**src/rtl/hazard_ctrl_pkg.sv**
```systemverilog
// Shared definitions for the hazard controller: FSM state encoding,
// forward-select codes, default multiply latency and the register-match rule.
package hazard_ctrl_pkg;

    typedef enum logic [0:0] {
        RUN      = 1'b0,
        MUL_WAIT = 1'b1
    } state_t;

    localparam logic [1:0] FWD_RF  = 2'b00;
    localparam logic [1:0] FWD_MEM = 2'b10;
    localparam logic [1:0] FWD_WB  = 2'b01;

    localparam int unsigned MUL_LAT_DEFAULT = 4;

    // A producer matches a consumer source only when it really writes a
    // register other than $0.
    function automatic logic reg_match(input logic [4:0] rd,
                                       input logic       wr,
                                       input logic [4:0] rs);
        return wr && (rd != 5'd0) && (rd == rs);
    endfunction

endpackage

```
**src/rtl/hazard_ctrl_fwd_unit.sv**
```systemverilog
// Forwarding compare logic: selects the EX operand source for Rs and Rt,
// giving EX/MEM priority over MEM/WB.
module fwd_unit
    import hazard_ctrl_pkg::*;
(
    input  logic [4:0] ex_rs,
    input  logic [4:0] ex_rt,
    input  logic [4:0] mem_rd,
    input  logic       mem_reg_write,
    input  logic [4:0] wb_rd,
    input  logic       wb_reg_write,
    output logic [1:0] fwd_a,
    output logic [1:0] fwd_b
);

    // Per-operand source select, newest producer first.
    always_comb begin
        fwd_a = FWD_RF;
        fwd_b = FWD_RF;
        if (reg_match(mem_rd, mem_reg_write, ex_rs)) begin
            fwd_a = FWD_MEM;
        end else if (reg_match(wb_rd, wb_reg_write, ex_rs)) begin
            fwd_a = FWD_WB;
        end
        if (reg_match(mem_rd, mem_reg_write, ex_rt)) begin
            fwd_b = FWD_MEM;
        end else if (reg_match(wb_rd, wb_reg_write, ex_rt)) begin
            fwd_b = FWD_WB;
        end
    end

endmodule

```
**src/rtl/hazard_ctrl.sv**
```systemverilog
// Pipeline hazard controller: load-use / RAW stalls, branch flush,
// multi-cycle multiply hold, operand forwarding and a stall-cycle counter.
// Build option: define FORWARD_EN to enable forwarding (only load-use then
// stalls); otherwise Forward* is 00 and any EX/MEM producer match stalls.
module hazard_ctrl
    import hazard_ctrl_pkg::*;
#(
    parameter int unsigned MUL_LAT = MUL_LAT_DEFAULT
) (
    input  logic        Clk,
    input  logic        Rst,
    input  logic [4:0]  ID_Rs,
    input  logic [4:0]  ID_Rt,
    input  logic [4:0]  EX_Rs,
    input  logic [4:0]  EX_Rt,
    input  logic [4:0]  EX_Rd,
    input  logic        EX_RegWrite,
    input  logic        EX_MemRead,
    input  logic        EX_IsMul,
    input  logic [4:0]  MEM_Rd,
    input  logic        MEM_RegWrite,
    input  logic [4:0]  WB_Rd,
    input  logic        WB_RegWrite,
    input  logic        BranchTaken,
    output logic        PCWrite,
    output logic        IFIDWrite,
    output logic        IFIDFlush,
    output logic        IDEXWrite,
    output logic        IDEXBubble,
    output logic        EXMEMBubble,
    output logic [1:0]  ForwardA,
    output logic [1:0]  ForwardB,
    output logic [15:0] StallCycles
);

    // The first EX cycle happens in RUN and the release cycle at cnt=0,
    // so the counter covers the remaining MUL_LAT-2 cycles.
    localparam logic [3:0] MUL_CNT_INIT = 4'(MUL_LAT - 2);

    state_t      state_q, state_d;
    logic [3:0]  cnt_q, cnt_d;
    logic [15:0] stall_cnt_q, stall_cnt_d;

    logic        ld_use;
    logic        raw_stall;
    logic [1:0]  fwd_a;
    logic [1:0]  fwd_b;

    fwd_unit u_fwd (
        .ex_rs         (EX_Rs),
        .ex_rt         (EX_Rt),
        .mem_rd        (MEM_Rd),
        .mem_reg_write (MEM_RegWrite),
        .wb_rd         (WB_Rd),
        .wb_reg_write  (WB_RegWrite),
        .fwd_a         (fwd_a),
        .fwd_b         (fwd_b)
    );

    // Data-hazard detection on the ID-stage sources.
    always_comb begin
        ld_use = EX_MemRead &&
                 (reg_match(EX_Rd, EX_RegWrite, ID_Rs) ||
                  reg_match(EX_Rd, EX_RegWrite, ID_Rt));
`ifdef FORWARD_EN
        raw_stall = ld_use;
`else
        raw_stall = ld_use ||
                    reg_match(EX_Rd,  EX_RegWrite,  ID_Rs) ||
                    reg_match(EX_Rd,  EX_RegWrite,  ID_Rt) ||
                    reg_match(MEM_Rd, MEM_RegWrite, ID_Rs) ||
                    reg_match(MEM_Rd, MEM_RegWrite, ID_Rt);
`endif
    end

`ifdef FORWARD_EN
    // Forward selects straight from the compare unit, forced to regfile in reset.
    always_comb begin
        ForwardA = Rst ? FWD_RF : fwd_a;
        ForwardB = Rst ? FWD_RF : fwd_b;
    end
`else
    logic unused_fwd;
    assign unused_fwd = ^{fwd_a, fwd_b};

    // Without forwarding every operand comes from the register file.
    always_comb begin
        ForwardA = FWD_RF;
        ForwardB = FWD_RF;
    end
`endif

    // Next-state and pipeline-control outputs.
    always_comb begin
        state_d     = state_q;
        cnt_d       = cnt_q;
        PCWrite     = 1'b1;
        IFIDWrite   = 1'b1;
        IDEXWrite   = 1'b1;
        IFIDFlush   = 1'b0;
        IDEXBubble  = 1'b0;
        EXMEMBubble = 1'b0;
        if (Rst) begin
            state_d     = RUN;
            cnt_d       = '0;
            PCWrite     = 1'b0;
            IFIDWrite   = 1'b0;
            IDEXWrite   = 1'b0;
            IFIDFlush   = 1'b1;
            IDEXBubble  = 1'b1;
            EXMEMBubble = 1'b1;
        end else begin
            case (state_q)
                RUN: begin
                    if (EX_IsMul) begin
                        PCWrite     = 1'b0;
                        IFIDWrite   = 1'b0;
                        IDEXWrite   = 1'b0;
                        EXMEMBubble = 1'b1;
                        cnt_d       = MUL_CNT_INIT;
                        state_d     = MUL_WAIT;
                    end else if (BranchTaken) begin
                        IFIDFlush  = 1'b1;
                        IDEXBubble = 1'b1;
                    end else if (raw_stall) begin
                        PCWrite    = 1'b0;
                        IFIDWrite  = 1'b0;
                        IDEXBubble = 1'b1;
                    end
                end
                MUL_WAIT: begin
                    // Branches cannot resolve while the multiply owns EX.
                    if (cnt_q != 4'd0) begin
                        PCWrite     = 1'b0;
                        IFIDWrite   = 1'b0;
                        IDEXWrite   = 1'b0;
                        EXMEMBubble = 1'b1;
                        cnt_d       = cnt_q - 4'd1;
                    end else begin
                        state_d = RUN;
                    end
                end
                default: begin
                    state_d = RUN;
                end
            endcase
        end
    end

    // Saturating count of cycles with the PC held.
    always_comb begin
        stall_cnt_d = stall_cnt_q;
        if (!PCWrite && (stall_cnt_q != 16'hFFFF)) begin
            stall_cnt_d = stall_cnt_q + 16'd1;
        end
    end

    assign StallCycles = stall_cnt_q;

    // State registers with synchronous reset.
    always_ff @(posedge Clk) begin
        if (Rst) begin
            state_q     <= RUN;
            cnt_q       <= '0;
            stall_cnt_q <= '0;
        end else begin
            state_q     <= state_d;
            cnt_q       <= cnt_d;
            stall_cnt_q <= stall_cnt_d;
        end
    end

endmodule

```
**config.mk**
```make
export PLATFORM = sky130hd
export DESIGN_NAME = hazard_ctrl
export DESIGN_NICKNAME = d
export VERILOG_FILES = /design/src/rtl/hazard_ctrl_pkg.sv /design/src/rtl/hazard_ctrl_fwd_unit.sv /design/src/rtl/hazard_ctrl.sv
export SDC_FILE = /design/constraint.sdc
export NUM_CORES = 1
export LEC_CHECK = 0
export CORE_MARGIN = 4
export CORE_UTILIZATION = 40
export DETAILED_ROUTE_END_ITERATION = 8
export GPL_TIMING_DRIVEN = 1
export PLACE_DENSITY_LB_ADDON = 0.12
export SETUP_SLACK_MARGIN = 0.4
export SYNTH_ARGS = -nofsm -noshare
export SYNTH_HDL_FRONTEND = slang
export SYNTH_SLANG_ARGS = --single-unit
```
**constraint.sdc**
```tcl
create_clock -name Clk -period 2.6 [get_ports Clk]
set_clock_uncertainty 0.05 [all_clocks]
set_input_delay 0.52 -clock Clk [delete_from_list [all_inputs] [get_ports Clk]]
set_output_delay 0.52 -clock Clk [all_outputs]
set_load 0.005 [all_outputs]
```
==> run_results.csv <==
group,metric,value,unit
detailed_routing,drc,0,
sta,unrepaired_setup_endpoints_after_global_routing,"true",
power_and_ir_drop,power.density,366,nW/um^2
worst_setup_path,critical-path-max-stage-delay,0.47,ns
worst_setup_path,worst_r2r_path_depth,13,
layout,n_fill_cell,260,
detailed_routing,num_vias,1575,
sta,finalCritPeriodShare,0.922,
yosys,syn_avg_cell_area,8.33,um^2
placement,dp_hpwl,2.94,mm
yosys,post_synth_inst_count,170,
power_and_ir_drop,ir_worst_vdd,463,uV
worst_setup_path,crit_fanout,8,
sta,finalMaxSlewViolations,0,
yosys,synthDominantAreaCellType,"sky130_fd_sc_hd__dfxtp_1",
global_routing,globalRouteOverflowTotal,0,
clock_tree,tritoncts,"done",
detailed_routing,route.detailed.vias_per_inst,5.32,
detailed_routing,routed_wl,4.57,mm
die,fp-row-count,21,
power_and_ir_drop,clock_power_share,0.193,
worst_setup_path,crit_path_depth,12,
sta,setup_viol,0,
sta,finalHoldWorstSlack,0.474,ns
global_routing,via_count_of_the_first_global_routing_pass,1583,
yosys,yosysTopAreaCellShare,0.297,
clock_tree,depth_of_the_cts_h_tree,1,
worst_setup_path,worst-endpoint-arrival,2.62,ns
worst_setup_path,timing.critical_path.buf_inv,5,
power_and_ir_drop,power_report.internal_total,0.603,mW
sta,final_tns_setup,0,ns
worst_setup_path,setup.worst_path.start,"MEM_Rd[1]",
power_and_ir_drop,power.switching_fraction,0.325,
layout,area.growth.synth_to_final,72.4,%
yosys,synthDistinctLibCells,41,
worst_setup_path,worstSetupStartpointType,"input port",
worst_setup_path,critPathMostFrequentCell,"sky130_fd_sc_hd__buf_6",
layout,post-route-util,0.721,
global_routing,grt_antenna_before_repair,0,
worst_setup_path,critPathCaptureType,"register",
hold_path,min_from,"StallCycles[11]$_SDFFE_PP0P_",
sta,timing.fmax,417,MHz
die,initial_core_util,0.418,
die,die_w,67.5,um
clock_tree,clock_latency,0.32,ns
clock_tree,cts_buffer_depth,2,
yosys,netlist_top_cells_area,"sky130_fd_sc_hd__dfxtp_1, sky130_fd_sc_hd__xor2_1, sky130_fd_sc_hd__or4_1",
detailed_routing,antenna_left,0,
die,num_io_pins,69,
power_and_ir_drop,power.switching,0.291,mW
die,dieArea,4560,um^2
hold_path,min-delay-path-class,"register to register",
power_and_ir_drop,power.combinational.fraction,0.403,
worst_setup_path,slowest_stage,"sky130_fd_sc_hd__or4_4",
status,run_status,"complete, no violations",
sta,hold_viol_final,0,
clock_tree,cts_made_buffers,3,
hold_path,timing.hold.worst_path_depth,2,
worst_setup_path,worstPathCellList,"buf_6, buf_6, xor2_2, nor2_1, a22oi_2, o41ai_4, buf_4, o21ai_4, buf_12, buf_6, or4_4, a21oi_2",
clock_tree,clock-sinks,21,
die,die_height,67.5,um
power_and_ir_drop,share_seq_of_total_power,0.404,
global_routing,grt_first_pass_wirelength,7.09,mm
clock_tree,cts_root_buf,"sky130_fd_sc_hd__clkbuf_4",
worst_setup_path,worstPathRequired,2.82,ns
worst_setup_path,critical-path-top-delay-family,"compound AO/OA/AOI/OAI gates",
layout,antenna_cells,0,
yosys,yosys_warnings,0,
detailed_routing,drt_pass1_iterations,4,
placement,gp_routability_congestion,0.756,
detailed_routing,dr.first_iter.drc_count,58,
global_routing,groute.usage.overall,0.205,
yosys,ys_seq_area_frac,0.297,
flow_run,cap_viol_max_count,0,
power_and_ir_drop,design_power_total,0.894,mW
worst_setup_path,timing_worst_setup_path_type,"input port to register",
worst_setup_path,worst_r2r_startpoint,"cnt_q[0]$_SDFFE_PP0P_",
yosys,mappedNetlistArea,1420,um^2
placement,port-buffer-count,47,
sta,period_needed,2.40,ns
die,core_area,3390,um^2
power_and_ir_drop,power.leakage,0.940,nW
layout,drive_gt1_frac,0.456,
yosys,synth-seq-cells,21,
global_routing,grt_start_max_net_pins,25,
layout,final_net_count,296,
detailed_routing,avgRoutedWirePerCell,15.4,um
clock_tree,clk_pin_slew,0.13,ns
final timing paths:
path	endpoint	slack [ns]
hold reg to reg	StallCycles[11]$_SDFFE_PP0P_	0.47
setup / recovery	StallCycles[8]$_SDFFE_PP0P_	0.20
setup reg to reg	StallCycles[8]$_SDFFE_PP0P_	0.25
hold / removal	StallCycles[11]$_SDFFE_PP0P_	0.47
power by group through the flow:
stage	logic (mW)	clock network (mW)	registers, mW
after floorplan	0.129	0	0.357
after global placement	0.242	0	0.361
after detailed placement	0.251	0	0.362
after CTS	0.314	0.175	0.359
after global routing	0.388	0.190	0.365
final	0.360	0.173	0.362
cells in the final DEF, fill, tap and decap left out, types with 3 or more instances in the layout:
cell type	n
sky130_fd_sc_hd__nor2_2	3
sky130_fd_sc_hd__or4_1	5
sky130_fd_sc_hd__dfxtp_1	18
sky130_fd_sc_hd__dlygate4sd2_1	4
sky130_fd_sc_hd__inv_2	3
sky130_fd_sc_hd__a21oi_2	4
sky130_fd_sc_hd__buf_2	9
sky130_fd_sc_hd__buf_6	17
sky130_fd_sc_hd__clkbuf_2	10
sky130_fd_sc_hd__inv_1	3
sky130_fd_sc_hd__buf_4	22
sky130_fd_sc_hd__or4_4	5
sky130_fd_sc_hd__clkbuf_4	3
sky130_fd_sc_hd__nor2_1	14
sky130_fd_sc_hd__conb_1	4
sky130_fd_sc_hd__nor2b_1	5
sky130_fd_sc_hd__clkdlybuf4s50_1	18
sky130_fd_sc_hd__dfxtp_2	3
sky130_fd_sc_hd__nand3_1	6
sky130_fd_sc_hd__nor3_2	4
sky130_fd_sc_hd__nand2_1	6
sky130_fd_sc_hd__o21ai_4	3
sky130_fd_sc_hd__o31ai_4	4
sky130_fd_sc_hd__a21oi_1	9
sky130_fd_sc_hd__mux2_4	3
sky130_fd_sc_hd__a21o_1	3
sky130_fd_sc_hd__o31ai_1	3
sky130_fd_sc_hd__xor2_1	17
sky130_fd_sc_hd__and3_1	4
sky130_fd_sc_hd__xor2_2	4
through the flow:
stage / cells / cell area, um^2 / setup slack, ns
2_1_floorplan: 173 / 1440 / 0.396
3_3_place_gp: 272 / 2030 / -0.503
3_5_place_dp: 272 / 2030 / -0.539
4_1_cts: 291 / 2310 / 0.191
5_1_grt: 296 / 2440 / 0.121
6_report: 296 / 2440 / 0.203
synth_stat cells (all sizes together):
library cell	n
nor4	2
inv	6
o21ai	6
nand4	2
a211oi	1
a311oi	1
ha	2
a21oi	13
or3	2
xnor2	1
dfxtp	21
or4	10
conb	1
and3	4
xor2	21
nor3b	2
nand2	6
clkbuf	2
nor3	7
mux2i	1
buf	9
o22ai	1
nor2	19
mux2	3
o21ba	1
a21o	3
o41ai	1
nor2b	5
nand3	6
o31ai	8
a22oi	2
nand4b	1
logic make-up (layout without fill, tap and decap cells):
kind of cell               count (synthesis)  count (layout)  share of synthesized area
DFF                                       21              21                      0.297
muxes                                      4               4                     0.0309
AOI/OAI and AO/OA                         37              37                      0.185
adders and majority gates                  2               2                     0.0177
other                                      1               4                    0.00265
xor gates and xnor gates                  22              22                      0.136
and+or+nand+nor                           66              66                      0.261
buffers and inverters                     17              94                     0.0698
area by class of cell:
type / instances / area [um^2] / share of cell area
inverter: 6 / 22.5 / 0.00922
timing repair buffer: 84 / 749 / 0.307
clock buffer: 3 / 22.5 / 0.00922
sequential: 21 / 424 / 0.174
clock inverter: 1 / 7.51 / 0.00307
tap: 46 / 57.6 / 0.0236
multi-input combinational: 135 / 1160 / 0.474
worst reg2reg max path, delay by kind of cell, from the launching register on:
| kind | cells | cell delay, ns |
|---|---|---|
| AO/OA/AOI/OAI | 4 | 0.44 |
| adder cells (fa/ha/maj) | 1 | 0.15 |
| buffers and inverters | 5 | 0.62 |
| flip-flops | 1 | 0.36 |
| AND/OR/NAND/NOR | 3 | 0.67 |
state kept, by name, summed over array words and instances, names as in the netlist:
signal / flops
cnt_q: 4
StallCycles: 16
state_q: 1
metal layers:
layer	wire length [um]	share of wire	GRT usage
met5	0	0	0
met4	61	0.013	0.0658
met3	189	0.041	0.0483
met2	2440	0.54	0.367
met1	1870	0.41	0.236
what timing repair did:
item                                    CTS  global route
pin swaps                                40            28
hold buffers                              0             0
hold endpoints to repair                  0             0
buffers inserted                         14             5
gates resized for setup                 121            47
cloned                                    1             0
endpoints found under the setup margin   22            20
No activity file was read; power rests on OpenSTA's default activity.
==> RTL edit (config.mk and constraints unchanged) <==
Add a define of `FORWARD_EN`.
--- a/src/rtl/hazard_ctrl.sv
+++ b/src/rtl/hazard_ctrl.sv
@@ -3,4 +3,6 @@
 // Build option: define FORWARD_EN to enable forwarding (only load-use then
 // stalls); otherwise Forward* is 00 and any EX/MEM producer match stalls.
+`define FORWARD_EN
+
 module hazard_ctrl
     import hazard_ctrl_pkg::*;
Behaviour: not the same (a bounded check fails within 4 cycles, from zero or initial values and one cycle with Rst high).
==> RTL edit against the original RTL <==
Sequential cell count did not move. Setup slack lost 67 ps. Largest power group is now combinational cells. Wire length rose by 18%. Critical path type is now in2out. Power rose by 11%. Count of clock-buffer cells in the layout did not move. Sequential share of layout area decreased by 3.1 points. Highest routed layer unchanged. Synthesized area increased by 9.6%. Design area up 23%. Clock power is 24% higher.
==> RTL edit: results (changes against the original RTL) <==
stage	metric	value	unit	change
outcome	outcome	completed		unchanged
route	first drt pass iteration count	4		unchanged
clock_network	clock latency on the worst-skew pair	260	ps	was 320 ps
yosys	Ys Warns	0		unchanged
global_routing	initial antenna violation count	0		unchanged
worst_setup_path	RR Endpoint	StallCycles[7]$_SDFFE_PP0P_		was StallCycles[8]$_SDFFE_PP0P_
yosys	top cells by count, synth	21 x dfxtp_1, 21 x xnor2_1, 15 x a21oi_1		was 21 x dfxtp_1, 21 x xor2_1, 18 x nor2_1
worst_setup_path	reg-to-reg slack, setup	350	ps	was 250 ps
worst_hold_path	hold-critical path endpoint	StallCycles[4]$_SDFFE_PP0P_		was StallCycles[11]$_SDFFE_PP0P_
yosys	Syn Nets	235		
worst_hold_path	hold path start	StallCycles[4]$_SDFFE_PP0P_		was StallCycles[11]$_SDFFE_PP0P_
worst_setup_path	FF-to-FF path depth	8		was 13
worst_setup_path	CP max FO	2		was 8
route	DRT iter0 DRCs	53		was 58
layout	share of post-route cells with drive strength above 1	0.419		was 0.456
worst_hold_path	Hold WC Path Type	reg2reg		unchanged
worst_setup_path	Largest stage delay, worst path	540	ps	was 470 ps
global_routing	global-route wire length before repair	8300	um	was 7090 um
worst_setup_path	worst r2r src	StallCycles[0]$_SDFFE_PP0P_		was cnt_q[0]$_SDFFE_PP0P_
placement	IO Port Bufs	68		was 47
yosys	sequential share of the synthesized area	0.271		was 0.297
worst_hold_path	hold path cells	2		unchanged
clock_network	CTS root buffer	clkbuf_8		was clkbuf_4
placement	GPL Wtd Cong	0.867		was 0.756
timing	worst-margin pin slew	492	ps	
yosys	top_reg_cell synth	dfxtp_1		unchanged
worst_setup_path	critical path data arrival time	1890	ps	was 2620 ps
clock_network	CTS H-Tree Depth	1		unchanged
worst_setup_path	Worst setup SP type	input port		unchanged
yosys	Area contributors post-synth	dfxtp_1 27%, xnor2_1 12%, xor2_1 6.2%, a21oi_1 4.8%, or4_1 3.4%		was dfxtp_1 30%, xor2_1 13%, or4_1 5.3%, nor2_1 4.8%, a21oi_1 4.6%
worst_setup_path	Critical Path End	IDEXBubble		was StallCycles[8]$_SDFFE_PP0P_
route	DRT Wirelength	5400	um	was 4570 um
pwr	Int Pwr	689	uW	was 603 uW
yosys	ys async rst share	0		unchanged
pwr	worst vdd ir	255	uV	was 463 uV
clock_network	CTS buffer count	3		unchanged
global_routing	via count of the first global-routing pass	1914		was 1583
worst_setup_path	CP delay by family, top	simple AND/OR/NAND/NOR gates		was compound AO/OA/AOI/OAI gates
placement	post-DP HPWL	3820	um	was 2940 um
layout	n_diodes	0		unchanged
global_routing	pin count of the biggest net entering global routing	23		was 25
clock_network	clock buffer depth	2		unchanged
global_routing	All-Layer GR Usage	0.204		was 0.205
clock_network	Worst-path clk slew	70	ps	was 130 ps
layout	fin nets	359		was 296
layout	Largest register FFs	16		unchanged
route	drt via density	5.33		was 5.32
yosys	Synth cell types	44		was 41
worst_setup_path	CP startpoint	EX_Rd[2]		was MEM_Rd[1]
pwr	leakage	1.22	nW	was 0.940 nW
## RTL edit: logic make-up after synthesis
kind of cell	Yosys count	synth area share
simple gates	74	0.280
compound gates	41	0.172
xor+xnor	32	0.181
flops	21	0.271
buf+inv	18	0.0661
mux	2	0.0137
fa+ha+maj	2	0.0161
## RTL edit: what timing repair did
item / 4_1_cts / 5_1_grt
buffers inserted: 11 / 7
cloned: 0 / 1
resized for setup: 147 / 39
setup endpoints to repair: 26 / 24
pin swaps: 25 / 27
## RTL edit: layout make-up
class,count,area (um^2)
Multi-Input combinational cell,151,1290
Timing Repair Buffer,126,1130
Fill cell,258,723
Sequential cell,21,427
Tap cell,48,60.1
Clock buffer,3,41.3
Inverter,11,41.3
Clock inverter,1,5.00
## RTL edit: power by group through the flow
stage	Clock [mW]	Combinational, mW	Sequential [mW]
floorplan	0	0.145	0.360
global placement	0	0.320	0.366
detailed placement	0	0.326	0.366
CTS	0.218	0.358	0.363
global route	0.230	0.446	0.367
finish	0.214	0.413	0.364
## RTL edit: metrics by stage
| stage | hold slack (ps) | util | cell area [um^2] | instances | worst slack, ps |
|---|---|---|---|---|---|
| after detailed placement | 455 | 0.684 | 2540 | 338 | -578 |
| after global placement | 438 | 0.684 | 2540 | 338 | -556 |
| after CTS | 467 | 0.743 | 2760 | 353 | 155 |
| final | 456 | 0.805 | 2990 | 361 | 136 |
| after global routing | 482 | 0.805 | 2990 | 361 | 56.9 |
| after floorplan | 425 | - | 1560 | 190 | 357 |
## RTL edit: routing by layer
layer	vias up	share of wire	global-route usage	wire length [um]
met5	-	0	0	0
met4	0	0.016	0.0553	85
met3	12	0.045	0.0475	241
met2	53	0.54	0.369	2930
met1	913	0.40	0.236	2150
li1	945	-	-	-
